## src/rtl/ccp_pkg.sv

```systemverilog
// Shared channel-1 field widths, message types and arbiter state encoding.
// Pure declarations; no latency or flow control of its own.
package ccp_pkg;

    localparam int MSG_WIDTH  = 3;
    localparam int DATA_WIDTH = 32;
    localparam int TAG_WIDTH  = 8;
    localparam int OWNER_BITS = 2;
    localparam int DIR_WIDTH  = 4;

    typedef enum logic [MSG_WIDTH-1:0] {
        MSG1_GETS    = 3'd0,
        MSG1_GETM    = 3'd1,
        MSG1_PUTS    = 3'd2,
        MSG1_PUTM    = 3'd3,
        MSG1_UPGRADE = 3'd4
    } msg1_type_e;

    typedef struct packed {
        msg1_type_e              typ;
        logic [DATA_WIDTH-1:0]   data;
        logic [TAG_WIDTH-1:0]    tag;
        logic [OWNER_BITS-1:0]   source;
    } msg1_t;

    typedef enum logic {
        IDLE = 1'b0,
        SEND = 1'b1
    } arb_state_t;

endpackage

```

## src/rtl/ccp_rr_pick.sv

```systemverilog
// Round-robin pick: first eligible index at or above ptr, wrapping to 0.
// Combinational, zero latency; no flow control.
module ccp_rr_pick #(
    parameter int NUM_REQ    = 4,
    parameter int OWNER_BITS = 2
) (
    input  logic [NUM_REQ-1:0]    elig,
    input  logic [OWNER_BITS-1:0] ptr,
    output logic [OWNER_BITS-1:0] grant,
    output logic                  any_valid
);

    // Scan from the farthest offset down so the nearest eligible index wins last.
    always_comb begin
        logic [OWNER_BITS-1:0] idx;
        grant     = '0;
        any_valid = 1'b0;
        idx       = '0;
        for (int i = NUM_REQ - 1; i >= 0; i--) begin
            idx = ptr + OWNER_BITS'(i);
            if (elig[idx]) begin
                grant     = idx;
                any_valid = 1'b1;
            end
        end
    end

endmodule

```

## src/rtl/ccp_msg1_arb.sv

```systemverilog
// Arbitrates per-cache one-entry ingress buffers onto the L2 channel-1 port; CCP_ARB_PRIO0_EN gives requester 0 strict priority.
// Latency: accept at edge t, msg1_valid from edge t+1. Backpressure: msg1_ready low holds the output; full buffers drop req_ready.
module ccp_msg1_arb
    import ccp_pkg::*;
#(
    parameter int NUM_REQ    = 4,
    parameter int OWNER_BITS = $clog2(NUM_REQ)
) (
    input  logic                            clk,
    input  logic                            rst,
    input  logic [NUM_REQ-1:0]              req_valid,
    output logic [NUM_REQ-1:0]              req_ready,
    input  logic [NUM_REQ*MSG_WIDTH-1:0]    req_type,
    input  logic [NUM_REQ*DATA_WIDTH-1:0]   req_data,
    input  logic [NUM_REQ*TAG_WIDTH-1:0]    req_tag,
    output logic                            msg1_valid,
    input  logic                            msg1_ready,
    output logic [MSG_WIDTH-1:0]            msg1_type,
    output logic [DATA_WIDTH-1:0]           msg1_data,
    output logic [TAG_WIDTH-1:0]            msg1_tag,
    output logic [OWNER_BITS-1:0]           msg1_source,
    input  logic                            resp_valid,
    input  logic [OWNER_BITS-1:0]           resp_dest,
    output logic [NUM_REQ-1:0]              outstanding,
    output logic                            err_resp
);

    msg1_t                  buf_q [NUM_REQ];
    logic [NUM_REQ-1:0]     buf_v;
    logic [NUM_REQ-1:0]     outstanding_q;
    logic [NUM_REQ-1:0]     elig;
    logic [OWNER_BITS-1:0]  ptr;
    logic [OWNER_BITS-1:0]  grant;
    logic                   any_elig;
    logic                   ptr_upd;
    logic                   load;
    arb_state_t             state;
    msg1_t                  out_q;
    logic                   valid_q;
    logic                   err_q;

    assign elig = buf_v & ~outstanding_q;

`ifdef CCP_ARB_PRIO0_EN
    logic [OWNER_BITS-1:0] rr_grant;
    logic                  rr_any;

    ccp_rr_pick #(.NUM_REQ(NUM_REQ), .OWNER_BITS(OWNER_BITS)) u_pick (
        .elig      ({elig[NUM_REQ-1:1], 1'b0}),
        .ptr       (ptr),
        .grant     (rr_grant),
        .any_valid (rr_any)
    );

    // Requester 0 bypasses the rotation and leaves the pointer untouched.
    assign grant    = elig[0] ? '0 : rr_grant;
    assign any_elig = elig[0] | rr_any;
    assign ptr_upd  = ~elig[0];
`else
    ccp_rr_pick #(.NUM_REQ(NUM_REQ), .OWNER_BITS(OWNER_BITS)) u_pick (
        .elig      (elig),
        .ptr       (ptr),
        .grant     (grant),
        .any_valid (any_elig)
    );

    assign ptr_upd = 1'b1;
`endif

    // In SEND a new grant may only load on the edge that hands off the current one.
    assign load = any_elig & ((state == IDLE) | msg1_ready);

    always_ff @(posedge clk or negedge rst) begin
        if (!rst) begin
            for (int i = 0; i < NUM_REQ; i++) begin
                buf_q[i] <= '0;
            end
            buf_v         <= '0;
            outstanding_q <= '0;
            ptr           <= '0;
            state         <= IDLE;
            out_q         <= '0;
            valid_q       <= 1'b0;
            err_q         <= 1'b0;
        end else begin
            for (int i = 0; i < NUM_REQ; i++) begin
                if (req_valid[i] && !buf_v[i]) begin
                    buf_v[i] <= 1'b1;
                    buf_q[i] <= '{typ:    msg1_type_e'(req_type[i*MSG_WIDTH +: MSG_WIDTH]),
                                  data:   req_data[i*DATA_WIDTH +: DATA_WIDTH],
                                  tag:    req_tag[i*TAG_WIDTH +: TAG_WIDTH],
                                  source: OWNER_BITS'(i)};
                end
            end

            if (resp_valid) begin
                if (outstanding_q[resp_dest]) begin
                    outstanding_q[resp_dest] <= 1'b0;
                end else begin
                    err_q <= 1'b1;
                end
            end

            // A grant never targets resp_dest: elig already excludes outstanding requesters.
            if (load) begin
                buf_v[grant]         <= 1'b0;
                outstanding_q[grant] <= 1'b1;
                out_q                <= buf_q[grant];
                if (ptr_upd) begin
                    ptr <= grant + 1'b1;
                end
            end

            case (state)
                IDLE: begin
                    if (load) begin
                        state   <= SEND;
                        valid_q <= 1'b1;
                    end
                end
                SEND: begin
                    if (msg1_ready && !any_elig) begin
                        state   <= IDLE;
                        valid_q <= 1'b0;
                    end
                end
            endcase
        end
    end

    assign req_ready   = ~buf_v;
    assign msg1_valid  = valid_q;
    assign msg1_type   = out_q.typ;
    assign msg1_data   = out_q.data;
    assign msg1_tag    = out_q.tag;
    assign msg1_source = out_q.source;
    assign outstanding = outstanding_q;
    assign err_resp    = err_q;

endmodule

```

## config.mk

```make
export PLATFORM = sky130hd
export DESIGN_NAME = ccp_msg1_arb
export DESIGN_NICKNAME = d
export VERILOG_FILES = /design/src/rtl/ccp_pkg.sv /design/src/rtl/ccp_rr_pick.sv /design/src/rtl/ccp_msg1_arb.sv
export SDC_FILE = /design/constraint.sdc
export NUM_CORES = 1
export LEC_CHECK = 0
export CAP_MARGIN = 15
export CORE_MARGIN = 2
export CORE_UTILIZATION = 47
export DETAILED_ROUTE_END_ITERATION = 12
export PLACE_DENSITY = 0.84
export SYNTH_ARGS = -nofsm -noshare
export SYNTH_HDL_FRONTEND = slang
export SYNTH_SLANG_ARGS = --single-unit
export TNS_END_PERCENT = 5
```

## constraint.sdc

```tcl
create_clock -name clk -period 2.45 [get_ports clk]
set_input_delay 0.245 -clock clk [delete_from_list [all_inputs] [get_ports clk]]
set_output_delay 0.245 -clock clk [all_outputs]
set_load 0.02 [all_outputs]
```

Word-level counts from Yosys, hierarchy flattened
Index checks and enable logic that the tools add are counted.
Cells by class
  add/sub/neg operators: 4
  bitwise logic cells: 13
  equal/unequal tests: 2
  reduce and logical (&&, ||, !) cells: 14
  mux-type cells: 39
  magnitude comparators: 9
Operator list (count)
  $bmux 45 s2: 1
  $mux 45: 2
  $mux 1: 19
  $lt 2x3->1 const B: 6
  $mux 4: 4
  $not 4->4: 4
  $and 4x4->4: 3
  $bmux 1 s2: 5
  $mux 2: 4
  $logic_and 1x1->1: 7
  $logic_not 1->1: 5
  $add 2x1->2 const B: 2
  $add 2x2->2 const B: 2
  $demux 1 s2: 2
  $ge 2x1->1 const B: 2
  $or 4x4->4: 1
  $pmux 1 s2: 2
  $reduce_and 2->1: 2
  $ge 3x3->1 const B: 1
  $not 2->3: 1
  $ne 2x1->1 const B: 1
  $ne 2x2->1 const B: 1
  $not 1->1: 2
  $and 1x1->1: 1
  $or 1x1->1: 1
Storage, ports and cells
  register bits after elaboration: 233
  output and inout port bits: 55

Logic depth before layout (Yosys ltp)
Gate-level depths: netlist (run 1).
  depth after elaboration: 15
  mapped depth: 8
  depth with buffers taken out: 6

By module
From an unflattened synthesis (run 1), not the netlist that was laid out.
Unflattened totals
  cell total of the unflattened synthesis: 600
  area, all modules: 10057.1 um2
Modules (own cells, without submodules)
  ccp_msg1_arb: cells an instance 587, seq. area each 5830.6 um2, area an instance 9979.6 um2, instances 1
  ccp_rr_pick: cells an instance 13, seq. area each 0.0 um2, area an instance 77.6 um2, instances 1

Worst setup path after synthesis (run 1)
Ideal clock, no wire load.
  path kind: flip-flop to flip-flop
  start point: register outstanding_q[3] (netlist: outstanding[3])
  end point: register out_q, in the netlist msg1_data[18]
  clock period less this slack: 2207 ps
  required time: 2313 ps
  library setup time: 137 ps
  path slack: 243 ps
  data arrival time: 2070 ps
  cell stages (with the launch flop): 9
  path through: dfrtp_1 and2b_4 a21oi_2 o32ai_2 buf_6 buf_6 mux2_4 a222oi_1 a21oi_1
On the way
  word-level cells in the longest chain between the ends: 12
  elaborated cells between the ends (all ways): 23
RTL lines
  from (decl): RTL line ccp_msg1_arb.sv:30  | logic [NUM_REQ-1:0] outstanding_q;
  from (signal assigned): RTL line ccp_msg1_arb.sv:79  | outstanding_q <= '0;
  from (signal, indexed assignment): RTL line ccp_msg1_arb.sv:98  | outstanding_q[resp_dest] <= 1'b0;
  from (signal, indexed assignment): RTL line ccp_msg1_arb.sv:107  | outstanding_q[grant] <= 1'b1;
  $not 4->4 *: RTL line ccp_msg1_arb.sv:42  | assign elig = buf_v & ~outstanding_q;
  $and 4x4->4 *: RTL line ccp_msg1_arb.sv:42
  $bmux 1 s2: RTL line ccp_rr_pick.sv:21  | if (elig[idx]) begin
  $mux 1 (not written as such): RTL line ccp_rr_pick.sv:21
  $mux 2 (4 in a row): RTL line ccp_rr_pick.sv:21
  $not 2->3 (not written as such): RTL line ccp_msg1_arb.sv:108  | out_q <= buf_q[grant];
  $bmux 45 s2: RTL line ccp_msg1_arb.sv:108
  $mux 45 (not written as such) (2 in a row): RTL line ccp_msg1_arb.sv:108
  to (signal assigned): RTL line ccp_msg1_arb.sv:108
  to (decl): RTL line ccp_msg1_arb.sv:38  | msg1_t out_q;
Every way passes the cells marked *; elsewhere a longest branch is shown, timed or not. The select of a mux whose other input is x is not followed.
A chain may end at the register's enable or synchronous reset.

Worst setup path in the final report (run 1)
  start point: register buf_v[3]
  end point: register out_q, in the netlist msg1_data[28]
On the way
  word-level cells in the longest chain between the ends: 11
  elaborated cells between the ends (all ways): 22
RTL lines
  from (decl): RTL line ccp_msg1_arb.sv:29  | logic [NUM_REQ-1:0] buf_v;
  from (signal assigned): RTL line ccp_msg1_arb.sv:78  | buf_v <= '0;
  from (signal, indexed assignment): RTL line ccp_msg1_arb.sv:88  | buf_v[i] <= 1'b1;
  from (signal, indexed assignment): RTL line ccp_msg1_arb.sv:106  | buf_v[grant] <= 1'b0;
  $and 4x4->4 *: RTL line ccp_msg1_arb.sv:42
  $bmux 1 s2: RTL line ccp_rr_pick.sv:21
  $mux 1 (not written as such): RTL line ccp_rr_pick.sv:21
  $mux 2 (4 in a row): RTL line ccp_rr_pick.sv:21
  $not 2->3 (not written as such): RTL line ccp_msg1_arb.sv:108
  $bmux 45 s2: RTL line ccp_msg1_arb.sv:108
  $mux 45 (not written as such) (2 in a row): RTL line ccp_msg1_arb.sv:108
Marks and branches as above.

==> results of run 1 <==
power breakdown:
part	switching [uW]	internal (uW)
Clock	1460	2130
Combinational	4330	5170
Sequential	1160	5830
path summary, 6_finish.rpt:
kind,from,end
worst max-delay path,buf_v[3],msg1_data[28]
worst min-delay path,rst,buf_q[79]
worst max register to register,buf_v[3],msg1_data[28]
worst min register to register,state,msg1_valid
max in group asynchronous,rst,buf_q[55]
min in group clk,req_valid[3],buf_v[3]
per-stage QoR:
stage	std cells	total power (uW)	TNS [ns]	utilization, %	setup slack [ns]
floorplan	707	12900	0	-	0.243
global placement	1190	16000	0	62.6	0.130
detailed placement	1190	16400	0	62.6	0.0643
CTS	1231	20100	0	66.5	0.0477
global route	1234	21200	-0.00153	66.7	-0.00153
finish	1234	20100	0	66.7	0.128
layout make-up:
class,count,share of cell area (%)
inverter,6,0.166
multi-input combinational,419,28.2
clock buffer,36,5.35
sequential,233,42.9
timing repair buffer,266,20.5
tap,270,2.49
clock inverter,4,0.332
worst reg2reg max path, stage by stage, from the launching register on:
cell and delay [ns]:
dfrtp_1 0.45, and2b_4 0.20, buf_4 0.14, a21oi_1 0.21, o32ai_4 0.13, buf_12 0.16, buf_4 0.18, mux2_4 0.31
a222oi_1 0.30, a21oi_1 0.12
layer usage:
metal | routed length (um) | part of all wire, % | up-vias
li1 | - | - | 3100
met1 | 10700 | 40 | 3624
met2 | 13100 | 50 | 255
met3 | 1630 | 6.2 | 68
met4 | 967 | 3.7 | 0
met5 | 0 | 0 | -
placed cells by master (no fill, tap or decap), drive strengths merged, types with 3 or more instances in the layout:
cell type / n
or2: 3
buf: 30
clkdlybuf4s50: 235
nor2b: 7
nand2: 14
o21ai: 7
nand2b: 4
mux2: 215
a21oi: 51
clkinv: 3
inv: 6
clkbuf: 36
dfrtp: 233
a222oi: 43
nor2: 52
flip-flops by register name, summed over array words and instances, names as in the netlist, 2 cells and up:
| signal | flops |
|---|---|
| msg1_source | 2 |
| buf_v | 4 |
| msg1_type | 3 |
| outstanding | 4 |
| msg1_data | 32 |
| buf_q | 175 |
| msg1_tag | 8 |
| ptr | 2 |
cell usage after synthesis (2+ instances only):
library cell / count / area, um^2
nand2_1: 14 / 52.6
nor2_1: 52 / 195
or2_2: 3 / 18.8
clkbuf_1: 23 / 86.3
nand2b_1: 3 / 18.8
a222oi_1: 43 / 430
o21a_1: 2 / 15.0
buf_6: 3 / 33.8
and2_1: 2 / 12.5
buf_2: 17 / 85.1
inv_1: 6 / 22.5
o21ai_0: 6 / 30.0
buf_1: 6 / 22.5
nor3_1: 2 / 10.0
nor2b_1: 6 / 37.5
mux2_2: 200 / 2250
dfrtp_1: 233 / 5830
mux2_4: 15 / 225
a21oi_1: 50 / 250
logic make-up (layout without fill, tap and decap cells):
kind of cell | after synthesis | after routing | synth area share, %
compound gates | 114 | 114 | 8.59
simple gates | 88 | 88 | 4.05
buf+inv | 55 | 312 | 2.54
mux | 217 | 217 | 25.5
flops | 233 | 233 | 59.3
repair_timing:
item | 4_1_cts | 5_1_grt
endpoints found under the setup margin | 0 | 27
gates resized for setup | 0 | 1
hold endpoints to repair | 75 | 0
hold buffers | 1 | 0
buffers inserted | 0 | 3
==> results.cfg, run 1 <==
[sta]
fin_crit_sh_pct = 94.8
setup_viol_count_final = 0
fmax_ghz = 0.431
min_period_ns = 2.32
fin_hold_ws_ns = 0.321
timing_hold_violations_final = 0
slew_headroom_pct = 56.3
worst_slew_pin_slew_ns = 0.654
drv_slew = 0
fin_skew_ns = 0.00602

[setup_path]
critPathSlowestCell = dfrtp_1
crit_arrival_ns = 2.71
critical_path_class = flip-flop to flip-flop
crit_chain = and2b_4 -> buf_4 -> a21oi_1 -> o32ai_4 -> buf_12 -> buf_4 -> mux2_4 -> a222oi_1 -> a21oi_1
ff2ff_path_depth = 9
required_ns = 2.84
crit_path_end_kind = flip-flop
cp-start-kind = flip-flop
max_stage_delay_ns = 0.45
path_buf_inv = 3
path_max_fanout = 8
cp_top_family = compound AO/OA/AOI/OAI gates
path_depth = 9
r2r_slack_ns = 0.13

[synth]
avgSynthCellArea_um2 = 13.9
synth_warnings = 0
synth_nets = 889
synth_edf_count = 0
netlist_instances = 707
synth_seq_cells = 233
synthesis.area_um2 = 9830
ys_types = 40
async_reset_ff_share_pct = 100
yosysSeqAreaShare_pct = 59.3
synth-main-ff-cell = dfrtp_1

[grt]
grt_util_all_layers_pct = 24.0
overflow = 0
grtUsageMet3_pct = 4.42
antenna_found_initial = 0
grt_max_degree = 80
grt_pass1_wl_mm = 41.3
busiest_layer = met2
use_met1_pct = 31.1
grt_pass1_vias = 7490
grtUsageMet2_pct = 40.7

[job]
cap_violations = 0

[floorplan]
core_area_um2 = 20400
die_area_um2 = 22100
die_y_um = 149
io_pins = 237
start_util_pct = 48.3
core.rowCount = 52
die_w_um = 149

[placement]
place.detailed.hpwl_mm = 17.7
placed_area_um2 = 12800
io_buffers = 236
gp_congestion = 0.795

[clock_tree]
htree_levels = 1
clock_path_buffers = 3
cts_buffers = 24
cts_tree = yes
clk_pin_slew_ns = 0.06
clock-sinks = 233
root_buffer = clkbuf_16
insertion_delay_ns = 0.51

[power_and_ir_drop]
power_density_nw_per_um2 = 1480
ir_drop_v = 0.000714
p_leak_uw = 0.00560

[final_layout]
design_area_um2 = 13600
drive_gt1_share_pct = 31.1
final_nets = 1132
fillerInstances = 1447
area_growth_pct = 38.1
multiInputGateArea_um2 = 3830
n_antenna_cell = 0
regArea_um2 = 5830

[routing]
route.vias.total = 7047
drc = 0
drt_pre_antenna_iters = 5
drt-total-wl_mm = 26.4
ant_nets = 0
routedWlPerCell_um = 21.4
routed_via_density = 5.71
drt-initial-drc-count = 417

[hold_path]
hold_class = primary input to async pin

[status]
status = complete, no violations
Power figures use the tool's default switching activity.
==> run 2: changes to the inputs <==
Settings changed: ABC_AREA set to 1, PLACE_DENSITY 0.84 to 0.83.
Clock period 2.45 ns to 2.9 ns, I/O delays scaled along.
==> results.cfg, run 2 <==
[floorplan]
core.rowCount = 55
die_y_um = 155
die_area_um2 = 23900
core_area_um2 = 22500
die_w_um = 155
io_pins = 237
start_util_pct = 47.4

[setup_path]
crit_path_frequent_cell = nand2_1
critical_path_class = flip-flop to flip-flop
required_ns = 3.35
crit_arrival_ns = 2.90
max_stage_delay_ns = 0.51
path_max_fanout = 31
critPathSlowestCell = dfrtp_1
crit_path_end_kind = flip-flop
path_buf_inv = 2
cp-start-kind = flip-flop
cp_top_family = simple AND/OR/NAND/NOR gates
crit_chain = inv_4 -> nand3_1 -> nand2_1 -> nand2_1 -> nand2_1 -> a21oi_2 -> nand2_4 -> nand2_4 -> buf_12 -> nand2_1 -> nand2_1 -> nand2_1 -> nand2_1 -> nand2_1 -> nand2_1

[placement]
placed_area_um2 = 13300
gp_congestion = 0.860
place.detailed.hpwl_mm = 20.1
place_inst = 1704
io_buffers = 236

[final_layout]
n_antenna_cell = 0
final_util_pct = 62.7
design_area_um2 = 14100
area_growth_pct = 32.2
final_nets = 1628
fillerInstances = 1817
largest_reg_flops = 175
regMostFlops = buf_q
mostFrequentLayoutCells = nand2_1, clkdlybuf4s50_1, dfrtp_1, nand3_1, inv_1
final_common_cell = nand2_1
fin_cells = 1746
drive_gt1_share_pct = 10.7

[clock_tree]
cts_tree = yes
clock-sinks = 233
postCtsSetupBuffers = 0
insertion_delay_ns = 0.51
clk_pin_slew_ns = 0.06
clock_path_buffers = 3
root_buffer = clkbuf_16
htree_levels = 1
cts_buffers = 24

[synth]
synth-main-ff-cell = dfrtp_1
synth_nets = 1417
synth.top_cell.area_share_pct = 54.6
yosysSeqAreaShare_pct = 54.6
synth_seq_cells = 233
avgSynthCellArea_um2 = 8.64
synthesis.area_um2 = 10700
async_reset_ff_share_pct = 100
ys_top_cells_by_area = dfrtp_1, nand2_1, mux2_2
synth_edf_count = 0
synth.most_common_cell = nand2_1
ys_top_cells_by_count = nand2_1, dfrtp_1, nand3_1, inv_1, nor2_1
ys_types = 28
netlist_instances = 1235
synth_warnings = 0
synth_top_area_cell = dfrtp_1

[routing]
route.vias.total = 9349
drt-total-wl_mm = 30.0
drt_pre_antenna_iters = 5
routed_via_density = 5.35
drt-initial-drc-count = 647
routedWlPerCell_um = 17.2
drc = 0
ant_nets = 0

[sta]
rsz0062_at_grt = no
setup_viol_count_final = 0
fmax_ghz = 0.408
fin_skew_ns = 0.00890
drv_slew = 0
timing_hold_violations_final = 0
slew_headroom_pct = 35.5
worst_slew_pin_slew_ns = 0.967
fin_setup_tns_ns = 0
fin_crit_sh_pct = 84.5
min_period_ns = 2.45

[grt]
grt_util_all_layers_pct = 25.2
antenna_found_initial = 0
grt_pass1_wl_mm = 48.4
overflow = 0
grt_pass1_vias = 9613
grt_max_degree = 88

[power_and_ir_drop]
power_density_nw_per_um2 = 1460
totalPowerFinal_uw = 20600
p_leak_uw = 0.00699
ir_drop_v = 0.00144

[hold_path]
hold_class = primary input to flip-flop

[job]
cap_violations = 0

[status]
status = complete, no violations
[run 2: tightest hold or removal path: cells and delay by family]
kind                   cells  cell delay [ns]
AND/OR/NAND/NOR            1             0.10
AO/OA/AOI/OAI              1             0.04
buffers and inverters      1             0.39
[run 2: per-stage QoR]
step           worst slack (ns)  hold WS (ns)
5_1_grt                   0.245         0.348
3_5_place_dp              0.561         0.352
6_report                  0.451         0.355
3_3_place_gp              0.705         0.344
2_1_floorplan              1.04      -0.00559
4_1_cts                   0.498         0.338
[run 2: repair_timing]
action | in CTS | in global routing
gates resized for setup | 0 | 0
hold buffers | 1 | 0
setup endpoints to repair | 0 | 0
endpoints found under the hold margin | 81 | 0
[run 2: metal layers]
metal	share of wire, %	up-vias	wire [um]	GRT usage [%]
met5	0	-	0	0
met4	3.4	0	1020	9.96
met3	6.6	71	1970	4.09
met2	48	419	14500	41.8
met1	42	4513	12500	33.4
li1	-	4346	-	-
[run 2: final cells by class]
| cell class | instances | area, um^2 | area share [%] |
|---|---|---|---|
| Tap cell | 285 | 357 | 2.53 |
| Clock inverter | 4 | 45.0 | 0.319 |
| Clock buffer | 37 | 721 | 5.11 |
| Timing Repair Buffer | 257 | 2600 | 18.4 |
| Sequential cell | 233 | 5830 | 41.3 |
| Multi-Input combinational cell | 821 | 4150 | 29.4 |
| Inverter | 109 | 412 | 2.92 |
[run 2: final timing paths]
path | start | to | slack (ns) | cells after the start
min | req_data[61] | buf_q[129] | 0.35 | 3
max reg2reg | ptr[0] | msg1_type[1] | 0.45 | 15
min in group asynchronous | rst | buf_q[38] | 0.37 | 2
min reg2reg | state | msg1_valid | 0.47 | 1
max | ptr[0] | msg1_type[1] | 0.45 | 15
max in group asynchronous | rst | buf_q[65] | 1.70 | 3
[run 2: kinds of logic after synthesis]
kind of cell | share of synthesized area [%]
XOR/XNOR | 0.164
flip-flops | 54.6
AND/OR/NAND/NOR | 23.9
multiplexers | 9.07
buffers and inverters | 7.01
AO/OA/AOI/OAI | 5.22
[run 2: power breakdown]
part / internal (uW) / switching (uW)
clock network: 1790 / 1230
registers: 4870 / 751
logic: 4360 / 7630
total: 11000 / 9610
==> run 3: changes to the inputs <==
Clock period 2.9 ns to 2.3 ns, I/O delays scaled along.
==> results.cfg, run 3 (synthesized netlist as in run 2, its figures left out) <==
[floorplan]
die_area_um2 = 23900
io_pins = 237
die_w_um = 155
core_area_um2 = 22500
core.rowCount = 55
start_util_pct = 47.4
die_y_um = 155

[sta]
slew_headroom_pct = 67.2
fin_skew_ns = 0.0159
fin_crit_sh_pct = 93.6
setup_slack_ns = 0.146
min_period_ns = 2.15
worst_slew_pin_slew_ns = 0.491
drv_slew = 0
timing_hold_violations_final = 0
fin_setup_tns_ns = 0
rsz0062_at_grt = no
setup_viol_count_final = 0
fmax_ghz = 0.464

[final_layout]
drive_gt1_share_pct = 11.4
final_nets = 1634
area_growth_pct = 34.0
final_common_cell = nand2_1
regMostFlops = buf_q
mostFrequentLayoutCells = nand2_1, clkdlybuf4s50_1, dfrtp_1, nand3_1, inv_1
design_area_um2 = 14300
largest_reg_flops = 175
n_antenna_cell = 0

[clock_tree]
root_buffer = clkbuf_16
clk_pin_slew_ns = 0.06
insertion_delay_ns = 0.52
clock_path_buffers = 3
cts_tree = yes
clock-sinks = 233
cts_buffers = 25
htree_levels = 1

[routing]
drt-total-wl_mm = 30.2
drt_pre_antenna_iters = 7
ant_nets = 0
routed_via_density = 5.36
routedWlPerCell_um = 17.2
route.vias.total = 9410
drt-initial-drc-count = 638
drc = 0

[power_and_ir_drop]
switching_share_pct = 46.0
ir_drop_v = 0.00145
totalPowerFinal_uw = 26600
power.share.clock_pct = 15.2
p_sw_uw = 12200
power_density_nw_per_um2 = 1860
internal-power_uw = 14400
seqPwrFrac_pct = 26.7
p_leak_uw = 0.00707
comb_power_share_pct = 58.1

[grt]
overflow = 0
grt_util_all_layers_pct = 25.3
grt_max_degree = 60
antenna_found_initial = 0
grt_pass1_vias = 9551
grt_pass1_wl_mm = 48.6

[setup_path]
cp-start-kind = flip-flop
crit_arrival_ns = 2.60
path_max_fanout = 47
required_ns = 2.75
crit_path_end_kind = flip-flop
critical_path_class = flip-flop to flip-flop

[placement]
placed_area_um2 = 13500
gp_congestion = 0.873
io_buffers = 236
place.detailed.hpwl_mm = 20.0
dp_worst_setup_slack_ns = 0.0803

[hold_path]
hold_class = primary input to async pin

[job]
cap_violations = 0

[status]
status = complete, no violations
[run 3: final timing paths]
check                      depth (start not counted)       endpoint  slack [ns]          from
setup / recovery                                  14  msg1_data[24]        0.15        ptr[1]
hold / removal                                     2      buf_q[29]        0.24           rst
setup reg to reg                                  14  msg1_data[24]        0.15        ptr[1]
hold reg to reg                                    1     msg1_valid        0.45         state
max in group asynchronous                          3      buf_q[98]        1.30           rst
min in group clk                                   3     buf_q[120]        0.28  req_data[52]
[run 3: layout make-up]
| class | count | area, um^2 |
|---|---|---|
| fill | 1808 | 8200 |
| sequential | 233 | 5830 |
| multi-input combinational | 821 | 4150 |
| timing repair buffer | 262 | 2730 |
| clock buffer | 39 | 738 |
| inverter | 109 | 412 |
| tap | 285 | 357 |
| clock inverter | 6 | 82.6 |
[run 3: power groups by stage]
stage / clock network (uW) / registers, uW / logic (uW)
after detailed placement: 0 / 7150 / 15200
after global routing: 4280 / 7320 / 17200
after CTS: 4100 / 7100 / 15300
after floorplan: 0 / 7360 / 10100
final: 4040 / 7110 / 15500
after global placement: 0 / 7080 / 14700
[run 3: critical path: stages, from the launching register on]
cell and delay (ns):
dfrtp_1 0.45, xnor2_1 0.31, nand2_1 0.12, nand2_1 0.10, inv_2 0.06, a21oi_2 0.16, nand2_4 0.10, nand2_4 0.11
buf_16 0.22, nand2_1 0.10, nand2_1 0.07, nand2_1 0.05, nand2_1 0.07, nand2_1 0.06, nand2_1 0.07
[run 3: metrics by stage]
| step | util [%] | std cells | hold WS, ns |
|---|---|---|---|
| 2_1_floorplan | - | 1235 | -0.0656 |
| 3_3_place_gp | 59.8 | 1709 | 0.188 |
| 3_5_place_dp | 59.8 | 1709 | 0.199 |
| 4_1_cts | 63.5 | 1755 | 0.250 |
| 5_1_grt | 63.6 | 1755 | 0.280 |
| 6_report | 63.6 | 1755 | 0.238 |
[run 3: repair_timing]
item                       4_1_cts  5_1_grt
hold buffers                     1        0
setup endpoints to repair        0       42
buffers inserted                 0        0
resized for setup                0        5
hold endpoints to repair        55        0
[run 3: routing by layer]
layer  up-vias  track usage (%)  part of all wire, %
met3        82             3.92                  7.3
met2       420             42.7                   48
met4         0             10.4                  3.9
met5         -                0                    0
li1       4356                -                    -
met1      4552             32.8                   41
